==> src/rtl/mem_stage_pkg.sv <==
// mem_stage_pkg: shared types and constants for the MEM stage.
//   mem_state_e  - MEM-stage sequencer states
//   F3_*         - RV32I load/store funct3 width/sign codes
//   ZERO32/REG_NOP - idle values driven towards MEM_WB
//   byte_count() - number of RAM bytes moved for a given funct3
package mem_stage_pkg;

  typedef enum logic [1:0] {
    ST_IDLE  = 2'd0,
    ST_LOAD  = 2'd1,
    ST_STORE = 2'd2,
    ST_DONE  = 2'd3
  } mem_state_e;

  localparam logic [2:0]  F3_B    = 3'b000;
  localparam logic [2:0]  F3_H    = 3'b001;
  localparam logic [2:0]  F3_W    = 3'b010;
  localparam logic [2:0]  F3_BU   = 3'b100;
  localparam logic [2:0]  F3_HU   = 3'b101;
  localparam logic [31:0] ZERO32  = 32'h0000_0000;
  localparam logic [4:0]  REG_NOP = 5'd0;

  // Width comes from funct3[1:0]; any code that is not B/H moves a full word.
  function automatic logic [2:0] byte_count(input logic [2:0] funct3);
    case (funct3[1:0])
      2'b00:   byte_count = 3'd1;
      2'b01:   byte_count = 3'd2;
      default: byte_count = 3'd4;
    endcase
  endfunction

endpackage

==> src/rtl/mem_load_ext.sv <==
// mem_load_ext: combinational load-result extension.
//   bytes_in  [31:0] - assembled little-endian load bytes (byte 0 in [7:0])
//   funct3_in [2:0]  - load width/sign code
//   word_out  [31:0] - sign-extended (B/H), zero-extended (BU/HU) or full word
module mem_load_ext
  import mem_stage_pkg::*;
(
  input  logic [31:0] bytes_in,
  input  logic [2:0]  funct3_in,
  output logic [31:0] word_out
);

  // Select extension by funct3; unlisted codes behave as a plain word load.
  always_comb begin
    word_out = ZERO32;
    case (funct3_in)
      F3_B:    word_out = {{24{bytes_in[7]}}, bytes_in[7:0]};
      F3_H:    word_out = {{16{bytes_in[15]}}, bytes_in[15:0]};
      F3_BU:   word_out = {24'h00_0000, bytes_in[7:0]};
      F3_HU:   word_out = {16'h0000, bytes_in[15:0]};
      default: word_out = bytes_in;
    endcase
  end

endmodule

==> src/rtl/mem_stage.sv <==
// mem_stage: MEM stage of the RV32I pipeline with a byte-serial 8-bit RAM port.
//   clk_in, rst_in (async, active-low)
//   rdE_in/rdIdx_in/rdData_in, memE_in, memWE_in, funct3_in, stData_in - from EX_MEM
//   ram_din_in (read byte, one cycle after its address)
//   ram_a_out/ram_wr_out/ram_dout_out - RAM address, write strobe, write byte
//   stall_out - holds EX_MEM and upstream while an access is in flight
//   rdE_out/rdIdx_out/rdData_out - values captured by MEM_WB
// Optional feature macro MEM_FORWARD_EN: adds fwd_rdE_out/fwd_rdIdx_out/
// fwd_rdData_out mirroring rd*_out for the ID-stage bypass (rdE gated by stall).
module mem_stage
  import mem_stage_pkg::*;
#(
  parameter int ADDR_W = 17
) (
  input  logic              clk_in,
  input  logic              rst_in,
  input  logic              rdE_in,
  input  logic [4:0]        rdIdx_in,
  input  logic [31:0]       rdData_in,
  input  logic              memE_in,
  input  logic              memWE_in,
  input  logic [2:0]        funct3_in,
  input  logic [31:0]       stData_in,
  input  logic [7:0]        ram_din_in,
  output logic [ADDR_W-1:0] ram_a_out,
  output logic              ram_wr_out,
  output logic [7:0]        ram_dout_out,
  output logic              stall_out,
  output logic              rdE_out,
  output logic [4:0]        rdIdx_out,
  output logic [31:0]       rdData_out
`ifdef MEM_FORWARD_EN
  ,
  output logic              fwd_rdE_out,
  output logic [4:0]        fwd_rdIdx_out,
  output logic [31:0]       fwd_rdData_out
`endif
);

  mem_state_e        state_r, state_s;
  logic [2:0]        issue_r, issue_s;   // next byte to address (load) / write (store)
  logic [1:0]        recv_r, recv_s;     // next load byte slot to capture
  logic [3:0][7:0]   bytes_r, bytes_s;
  logic [ADDR_W-1:0] addr_r;
  logic [2:0]        funct3_r;
  logic [3:0][7:0]   st_data_r;
  logic [4:0]        rd_idx_r;
  logic              store_r;
  logic              latch_s;
  logic [2:0]        n_s, n_in_s;
  logic [31:0]       ext_word_s;

  logic [ADDR_W-1:0] a_s;
  logic              wr_s;
  logic [7:0]        dout_s;
  logic              stall_s;
  logic              rde_s;
  logic [4:0]        rdidx_s;
  logic [31:0]       rddata_s;

  assign n_s    = byte_count(funct3_r);
  assign n_in_s = byte_count(funct3_in);

  mem_load_ext u_load_ext (
    .bytes_in  (bytes_r),
    .funct3_in (funct3_r),
    .word_out  (ext_word_s)
  );

  // Sequencer next-state, counters and raw (pre-reset-gating) outputs.
  always_comb begin
    state_s  = state_r;
    issue_s  = issue_r;
    recv_s   = recv_r;
    bytes_s  = bytes_r;
    latch_s  = 1'b0;
    a_s      = {ADDR_W{1'b0}};
    wr_s     = 1'b0;
    dout_s   = 8'h00;
    stall_s  = 1'b0;
    rde_s    = 1'b0;
    rdidx_s  = REG_NOP;
    rddata_s = ZERO32;
    case (state_r)
      ST_IDLE: begin
        if (memE_in) begin
          // Byte 0 goes out in this same cycle, so latency starts here.
          latch_s = 1'b1;
          stall_s = 1'b1;
          a_s     = rdData_in[ADDR_W-1:0];
          issue_s = 3'd1;
          recv_s  = 2'd0;
          if (memWE_in) begin
            wr_s    = 1'b1;
            dout_s  = stData_in[7:0];
            state_s = (n_in_s == 3'd1) ? ST_DONE : ST_STORE;
          end else begin
            state_s = ST_LOAD;
          end
        end else begin
          rde_s    = rdE_in;
          rdidx_s  = rdIdx_in;
          rddata_s = rdData_in;
        end
      end
      ST_LOAD: begin
        // Each cycle returns the byte addressed in the previous cycle.
        stall_s          = 1'b1;
        bytes_s[recv_r]  = ram_din_in;
        recv_s           = recv_r + 2'd1;
        if (issue_r < n_s) begin
          a_s     = addr_r + ADDR_W'(issue_r);
          issue_s = issue_r + 3'd1;
        end else begin
          issue_s = issue_r;
        end
        if ({1'b0, recv_r} == (n_s - 3'd1)) begin
          state_s = ST_DONE;
        end else begin
          state_s = ST_LOAD;
        end
      end
      ST_STORE: begin
        stall_s = 1'b1;
        wr_s    = 1'b1;
        a_s     = addr_r + ADDR_W'(issue_r);
        case (issue_r[1:0])
          2'd0:    dout_s = st_data_r[0];
          2'd1:    dout_s = st_data_r[1];
          2'd2:    dout_s = st_data_r[2];
          default: dout_s = st_data_r[3];
        endcase
        if (issue_r == (n_s - 3'd1)) begin
          state_s = ST_DONE;
          issue_s = 3'd0;
        end else begin
          state_s = ST_STORE;
          issue_s = issue_r + 3'd1;
        end
      end
      ST_DONE: begin
        // Stall drops so MEM_WB captures the result and EX_MEM advances.
        state_s = ST_IDLE;
        issue_s = 3'd0;
        recv_s  = 2'd0;
        if (store_r) begin
          rde_s    = 1'b0;
          rdidx_s  = REG_NOP;
          rddata_s = ZERO32;
        end else begin
          rde_s    = 1'b1;
          rdidx_s  = rd_idx_r;
          rddata_s = ext_word_s;
        end
      end
      default: begin
        state_s = ST_IDLE;
      end
    endcase
  end

  // State, counters and the latched request.
  always_ff @(posedge clk_in or negedge rst_in) begin
    if (!rst_in) begin
      state_r   <= ST_IDLE;
      issue_r   <= 3'd0;
      recv_r    <= 2'd0;
      bytes_r   <= 32'h0000_0000;
      addr_r    <= {ADDR_W{1'b0}};
      funct3_r  <= 3'd0;
      st_data_r <= 32'h0000_0000;
      rd_idx_r  <= 5'd0;
      store_r   <= 1'b0;
    end else begin
      state_r <= state_s;
      issue_r <= issue_s;
      recv_r  <= recv_s;
      bytes_r <= bytes_s;
      if (latch_s) begin
        addr_r    <= rdData_in[ADDR_W-1:0];
        funct3_r  <= funct3_in;
        st_data_r <= stData_in;
        rd_idx_r  <= rdIdx_in;
        store_r   <= memWE_in;
      end
    end
  end

  // Outputs are forced low while reset is held, so a write in flight stops at once.
  always_comb begin
    if (rst_in) begin
      ram_a_out    = a_s;
      ram_wr_out   = wr_s;
      ram_dout_out = dout_s;
      stall_out    = stall_s;
      rdE_out      = rde_s;
      rdIdx_out    = rdidx_s;
      rdData_out   = rddata_s;
    end else begin
      ram_a_out    = {ADDR_W{1'b0}};
      ram_wr_out   = 1'b0;
      ram_dout_out = 8'h00;
      stall_out    = 1'b0;
      rdE_out      = 1'b0;
      rdIdx_out    = REG_NOP;
      rdData_out   = ZERO32;
    end
  end

`ifdef MEM_FORWARD_EN
  // ID-stage bypass copy; never advertise a write while the stage is stalled.
  always_comb begin
    fwd_rdE_out    = rdE_out & ~stall_out;
    fwd_rdIdx_out  = rdIdx_out;
    fwd_rdData_out = rdData_out;
  end
`endif

endmodule

==> config.mk <==
export PLATFORM = sky130hd
export DESIGN_NAME = mem_stage
export DESIGN_NICKNAME = d
export VERILOG_FILES = /design/src/rtl/mem_stage_pkg.sv /design/src/rtl/mem_load_ext.sv /design/src/rtl/mem_stage.sv
export SDC_FILE = /design/constraint.sdc
export NUM_CORES = 1
export LEC_CHECK = 0
export CORE_ASPECT_RATIO = 0.6
export CORE_MARGIN = 4
export CORE_UTILIZATION = 40
export CTS_CLUSTER_SIZE = 20
export DETAILED_ROUTE_END_ITERATION = 12
export GPL_TIMING_DRIVEN = 0
export PLACE_DENSITY_LB_ADDON = 0.15
export SLEW_MARGIN = 20
export SYNTH_ARGS = -nofsm -noshare
export SYNTH_HDL_FRONTEND = slang
export SYNTH_SLANG_ARGS = --single-unit
==> constraint.sdc <==
create_clock -name clk_in -period 2.47 [get_ports clk_in]
set_input_delay 0.247 -clock clk_in [delete_from_list [all_inputs] [get_ports clk_in]]
set_output_delay 0.247 -clock clk_in [all_outputs]
set_load 0.01 [all_outputs]
Word-level counts from Yosys, hierarchy flattened
Cells that the tools add are included.
- eq/ne operators: 15
- add/subtract/negate cells: 4
- order comparisons: 3
- reductions and logical operators: 10
- mux-type cells: 47
- operators by type and width (operator ; number):
    $pmux 32 s4 ; 1
    $mux 32 ; 3
    $pmux 32 s2 ; 1
    $mux 17 ; 3
    $pmux 17 s3 ; 1
    $bwmux 32 ; 1
    $mux 8 ; 4
    $pmux 8 s3 ; 1
    $add 17x3->17 ; 1
    $demux 8 s2 ; 1
    $pmux 8 s2 ; 1
    $mux 5 ; 3
    $pmux 3 s2 ; 2
    $pmux 3 s4 ; 1
    $mux 1 ; 11
    $pmux 5 s2 ; 1
    $mux 3 ; 3
    $eq 2x1->1 const B ; 4
    $logic_not 2->1 ; 4
    $mux 2 ; 4
    $pmux 2 s4 ; 1
    $eq 2x2->1 const B ; 3
    $eq 3x1->1 const B ; 2
    $eq 3x3->1 const B ; 2
    other kinds (16) ; 20
- flip-flop bits (word level): 97
- output and inout bits: 65

Depth between registers and ports, before layout
Gate-level depths: netlist (run 1).
- depth after elaboration: 7
- depth in mapped cells: 9
- gate-level depth less buffers: 8

Hierarchy
A second synthesis (run 1) with hierarchy kept.
- cells, all modules: 684
- area, all modules: 5704.2 um^2
- by module, submodules not included (module ; instances ; area each (um^2) ; sequential area each (um^2) ; cells an instance):
    mem_stage ; 1 ; 5348.9 ; 2427.3 ; 617
    mem_load_ext ; 1 ; 355.3 ; 0.0 ; 67

Least setup slack after synthesis (run 1)
OpenSTA, ideal clock, no wires.
- kind: register -> output
- start point: register issue_r[0]
- end point: output ram_a_out[12]
- arrival: 1.949 ns
- cell stages (with the launch flop): 9
- setup slack: 0.274 ns
- data required time: 2.223 ns
- cells stage by stage: dfrtp_1 -> ha_1 -> inv_1 -> fa_1 -> nand2b_1 -> a211oi_2 -> and4_1 -> xnor2_1 -> o21ai_1
- cells in the longest elaborated chain, start to end: 4
- elaborated cells between the ends (all ways): 5
- ends and longest elaborated chain (item ; RTL line ; text):
    start, declared ; mem_stage.sv:41 ; logic [2:0] issue_r, issue_s;
    start signal, assigned ; mem_stage.sv:176 ; issue_r <= issue_s;
    $add 17x3->17 / $lt 3x3->1 (equally long branches) ; mem_stage.sv:112, mem_stage.sv:126, mem_stage.sv:111 ;
    $mux 17 ; mem_stage.sv:111 ; if (issue_r < n_s) begin
    $pmux 17 s3 * ; mem_stage.sv:84 ; case (state_r)
    $mux 17 * ; mem_stage.sv:191 ; if (rst_in) begin
    end, declared ; mem_stage.sv:25 ; output logic [ADDR_W-1:0] ram_a_out,
Mark *: on every way between the ends. The rest lies on a longest branch, timed or not.

Worst setup path after layout (run 1)
- start point: register addr_r[0]
- end point: output ram_a_out[12]
- cells in the longest elaborated chain, start to end: 4
- ends and longest elaborated chain (item ; RTL line ; text):
    start, declared ; mem_stage.sv:44 ; logic [ADDR_W-1:0] addr_r;
    start signal, assigned ; mem_stage.sv:169 ; addr_r <= {ADDR_W{1'b0}};
    start signal, assigned ; mem_stage.sv:180 ; addr_r <= rdData_in[ADDR_W-1:0];
    $add 17x3->17 * ; mem_stage.sv:112, mem_stage.sv:126 ;
    $mux 17 ; mem_stage.sv:111 ;
    $pmux 17 s3 * ; mem_stage.sv:84 ;
    $mux 17 * ; mem_stage.sv:191 ;
Marks and branches as above.

==> flow_metrics.tcl, run 1 <==
set metrics [dict create \
    synth_area_um2 5460 \
    crit_start "addr_r[0]$_DFFE_PN0P_" \
    cts_tree "done" \
    grt_max_degree 78 \
    max_stage_delay_ps 400 \
    critPathMaxFanout 3 \
    ys_ff_latch 97 \
    synthCells 652 \
    synthTopCellsByCount "nand2_1 (219), dfrtp_1 (97), o21ai_1 (45)" \
    cts_buffers 9 \
    synthSimpleGateAreaFrac_pct 21.5 \
    path_class "reg -> out" \
    vias 5520 \
    drc 0 \
    path_buf_inv 3 \
    crit_path_end_kind "output pin" \
    wl_per_cell_um 18.5 \
    crit_chain "ha_4 -> inv_2 -> fa_2 -> nand2b_4 -> a211oi_4 -> buf_4 -> and4_1 -> xnor2_1 -> o21ai_1 -> buf_2" \
    wl_mm 18.7 \
    maxSlewViolCount 0 \
    drt_pass1_iterations 5 \
    areaGrowthSynthToFinish_pct 46.2 \
    hold_buffers 2 \
    cts_root_buf "clkbuf_16" \
    antenna_left 0 \
    synth.most_common_cell "nand2_1" \
    ys_warn_count 0 \
    finalHoldViolations 73 \
    drt_iter0_drc 341 \
    place_ws_ps -603 \
    vias_per_cell 5.46 \
    rows 32 \
    period_share_pct 110 \
    reg2reg_from "issue_r[0]$_DFFE_PN0P_" \
    final_cell_count_no_fill 1011 \
    synth.net_count 757 \
    synth_compound_area_share_pct 15.9 \
    fin_area_um2 7980 \
    synth-edff-count 0 \
    hpwlAfterDp_mm 13.5 \
    synth-xor-area-share_pct 2.41 \
    placedCellCount 972 \
    crit_family "adder cells" \
    yosysUniqueCellTypes 45 \
    status "finished, violations left" \
    gr-usage-met3_pct 5.10 \
    final-setup-viol-count 7 \
    finalSetupTns_ps -1230 \
    r2r_cells 8 \
    synth.area.mux_share_pct 7.17 \
    slew_headroom_pct 58.1 \
    start_util_pct 41.7 \
    htreeDepth 3 \
    io_pins 150 \
    arrival_ps 2480 \
    top_usage_layer "met2" \
    synth_adder_area_share_pct 4.72 \
    place_area_um2 7190 \
    cap_violations 0 \
    cts_buffer_depth 2 \
    use_met2_pct 36.0 \
    grt_pass1_vias 5505 \
    rsz0062_at_grt "yes" \
    r2r_slack_ps 350 \
    insertion_delay_ps 350 \
    fill_cells 1110 \
    tightest_slew_ps 624 \
    r2r_end "issue_r[2]$_DFFE_PN0P_" \
    synth_largest_area_cell "dfrtp_1" \
    layout-drive-gt1-share_pct 19.6 \
    fin_crit_ps 2730 \
    hold_path_class "in -> async" \
    ys.flop_type "dfrtp_1" \
    diodes 0 \
    critPathLaunchType "flop" \
    slowest_stage "dfrtp_1" \
    portBuffers 149 \
    power.density_nw_per_um2 1120 \
    die_width_um 159 \
    grt_overflow 0 \
    timing.hold.ws_ps -86.1 \
    fin_skew_ps 9.18 \
    vdd.ir_drop.worst_mv 0.483 \
    synth_top_cell_area_share_pct 44.5 \
    cts_sinks 97 \
    antenna_found_initial 0 \
    path_clk_slew_ps 70 \
    power_mw 8.91 \
    grt_use_total_pct 23.2 \
    violations "hold timing, setup timing" \
    required_ps 2220 \
    seq_area_frac_synth_pct 44.5 \
    synth_area_leaders "dfrtp_1 (44%), nand2_1 (15%), mux2_1 (6.6%)" \
    nets 942 \
    die_area_um2 15600 \
    power_leakage_nw 3.65 \
    async_reset_ff_share_pct 100 \
    grt_util_met1_pct 33.5 \
    die-height_um 98.5 \
    syn_avg_cell_area_um2 8.37 \
    place_congestion 0.897 \
    synth_top_family_by_area "simple AND/OR/NAND/NOR gates" \
    grt_first_pass_wirelength_mm 29.3 \
    setup_ws_ps -259 \
    coreArea_um2 13100 \
    fmax_ghz 0.366 \
]
[power by group]
group	internal [mW]	total (mW)	switching, mW
clock network	0.887	1.50	0.616
registers	2.31	2.89	0.573
logic	2.04	4.52	2.48
total	5.24	8.91	3.66
[metrics by stage]
stage	hold slack (ps)	util, %
after floorplan	-48.6	-
final	-86.1	61.0
after CTS	-68.8	59.9
after detailed placement	127	54.9
after global routing	-45.1	61.0
after global placement	462	54.7
[worst max-delay path by stage]
stage,end,cells past startpoint
after global placement,ram_dout_out[7],4
after CTS,ram_a_out[16],10
after floorplan,ram_a_out[12],8
after detailed placement,ram_a_out[15],9
final,ram_a_out[12],10
after global routing,ram_a_out[16],10
[state kept, by name, summed over array words and instances (netlist names)]
signal     count
addr_r        17
bytes_r       32
funct3_r       3
issue_r        3
rd_idx_r       5
recv_r         2
st_data_r     32
state_r        2
store_r        1
[per-layer routing]
metal | up-vias | part of all wire (%)
met2 | 213 | 44
li1 | 2571 | -
met3 | 27 | 7.2
met1 | 2709 | 47
met4 | 0 | 1.6
met5 | - | 0
[logic make-up after synthesis]
family / after synthesis
adders and majority gates: 20
AOI/OAI and AO/OA: 142
muxes: 35
buffers and inverters: 53
xor gates and xnor gates: 15
DFF: 97
and+or+nand+nor: 290
[cell type report]
type	instances	area, um2	share of cell area, %
Timing Repair Buffer	181	1610	20.2
Sequential cell	97	2430	30.5
Clock buffer	9	225	2.82
Tap cell	170	213	2.67
Clock inverter	6	90.1	1.13
Inverter	12	51.3	0.643
Multi-Input combinational cell	502	3110	38.9
Buffer	34	245	3.07
[layout by cell type, fill, tap and decap left out, drive strengths merged, types with 13 or more instances in the layout]
cell type / instances
clkdlybuf4s50: 84
o21ai: 53
ha: 19
inv: 13
dlygate4sd2: 26
dfrtp: 97
clkbuf: 39
nor2: 39
buf: 69
a22oi: 21
mux2: 33
a21oi: 45
nand2: 219
[repair_timing]
| item | in CTS | in global routing |
|---|---|---|
| setup endpoints to repair | 65 | 46 |
| gates resized for setup | 218 | 62 |
| buffers inserted | 19 | 10 |
| endpoints found under the hold margin | 24 | 73 |
| cloned | 1 | 0 |
| pin swaps | 23 | 24 |
Power figures use the tool's default switching activity.
==> inputs of run 2 (changes only) <==
--- a/config.mk
+++ b/config.mk
@@ -5,6 +5,7 @@
 export SDC_FILE = /design/constraint.sdc
 export NUM_CORES = 1
 export LEC_CHECK = 0
+export CAP_MARGIN = 20
 export CORE_ASPECT_RATIO = 0.6
 export CORE_MARGIN = 4
 export CORE_UTILIZATION = 40
==> results of run 2 <==
Final layout, timing and power as in run 1 (identical DEF).
==> inputs of run 3 (changes only) <==
--- a/config.mk
+++ b/config.mk
@@ -5,7 +5,6 @@
 export SDC_FILE = /design/constraint.sdc
 export NUM_CORES = 1
 export LEC_CHECK = 0
-export CAP_MARGIN = 20
 export CORE_ASPECT_RATIO = 0.6
 export CORE_MARGIN = 4
 export CORE_UTILIZATION = 40
==> results of run 3 <==
Final layout, timing and power as in run 1 (identical DEF).
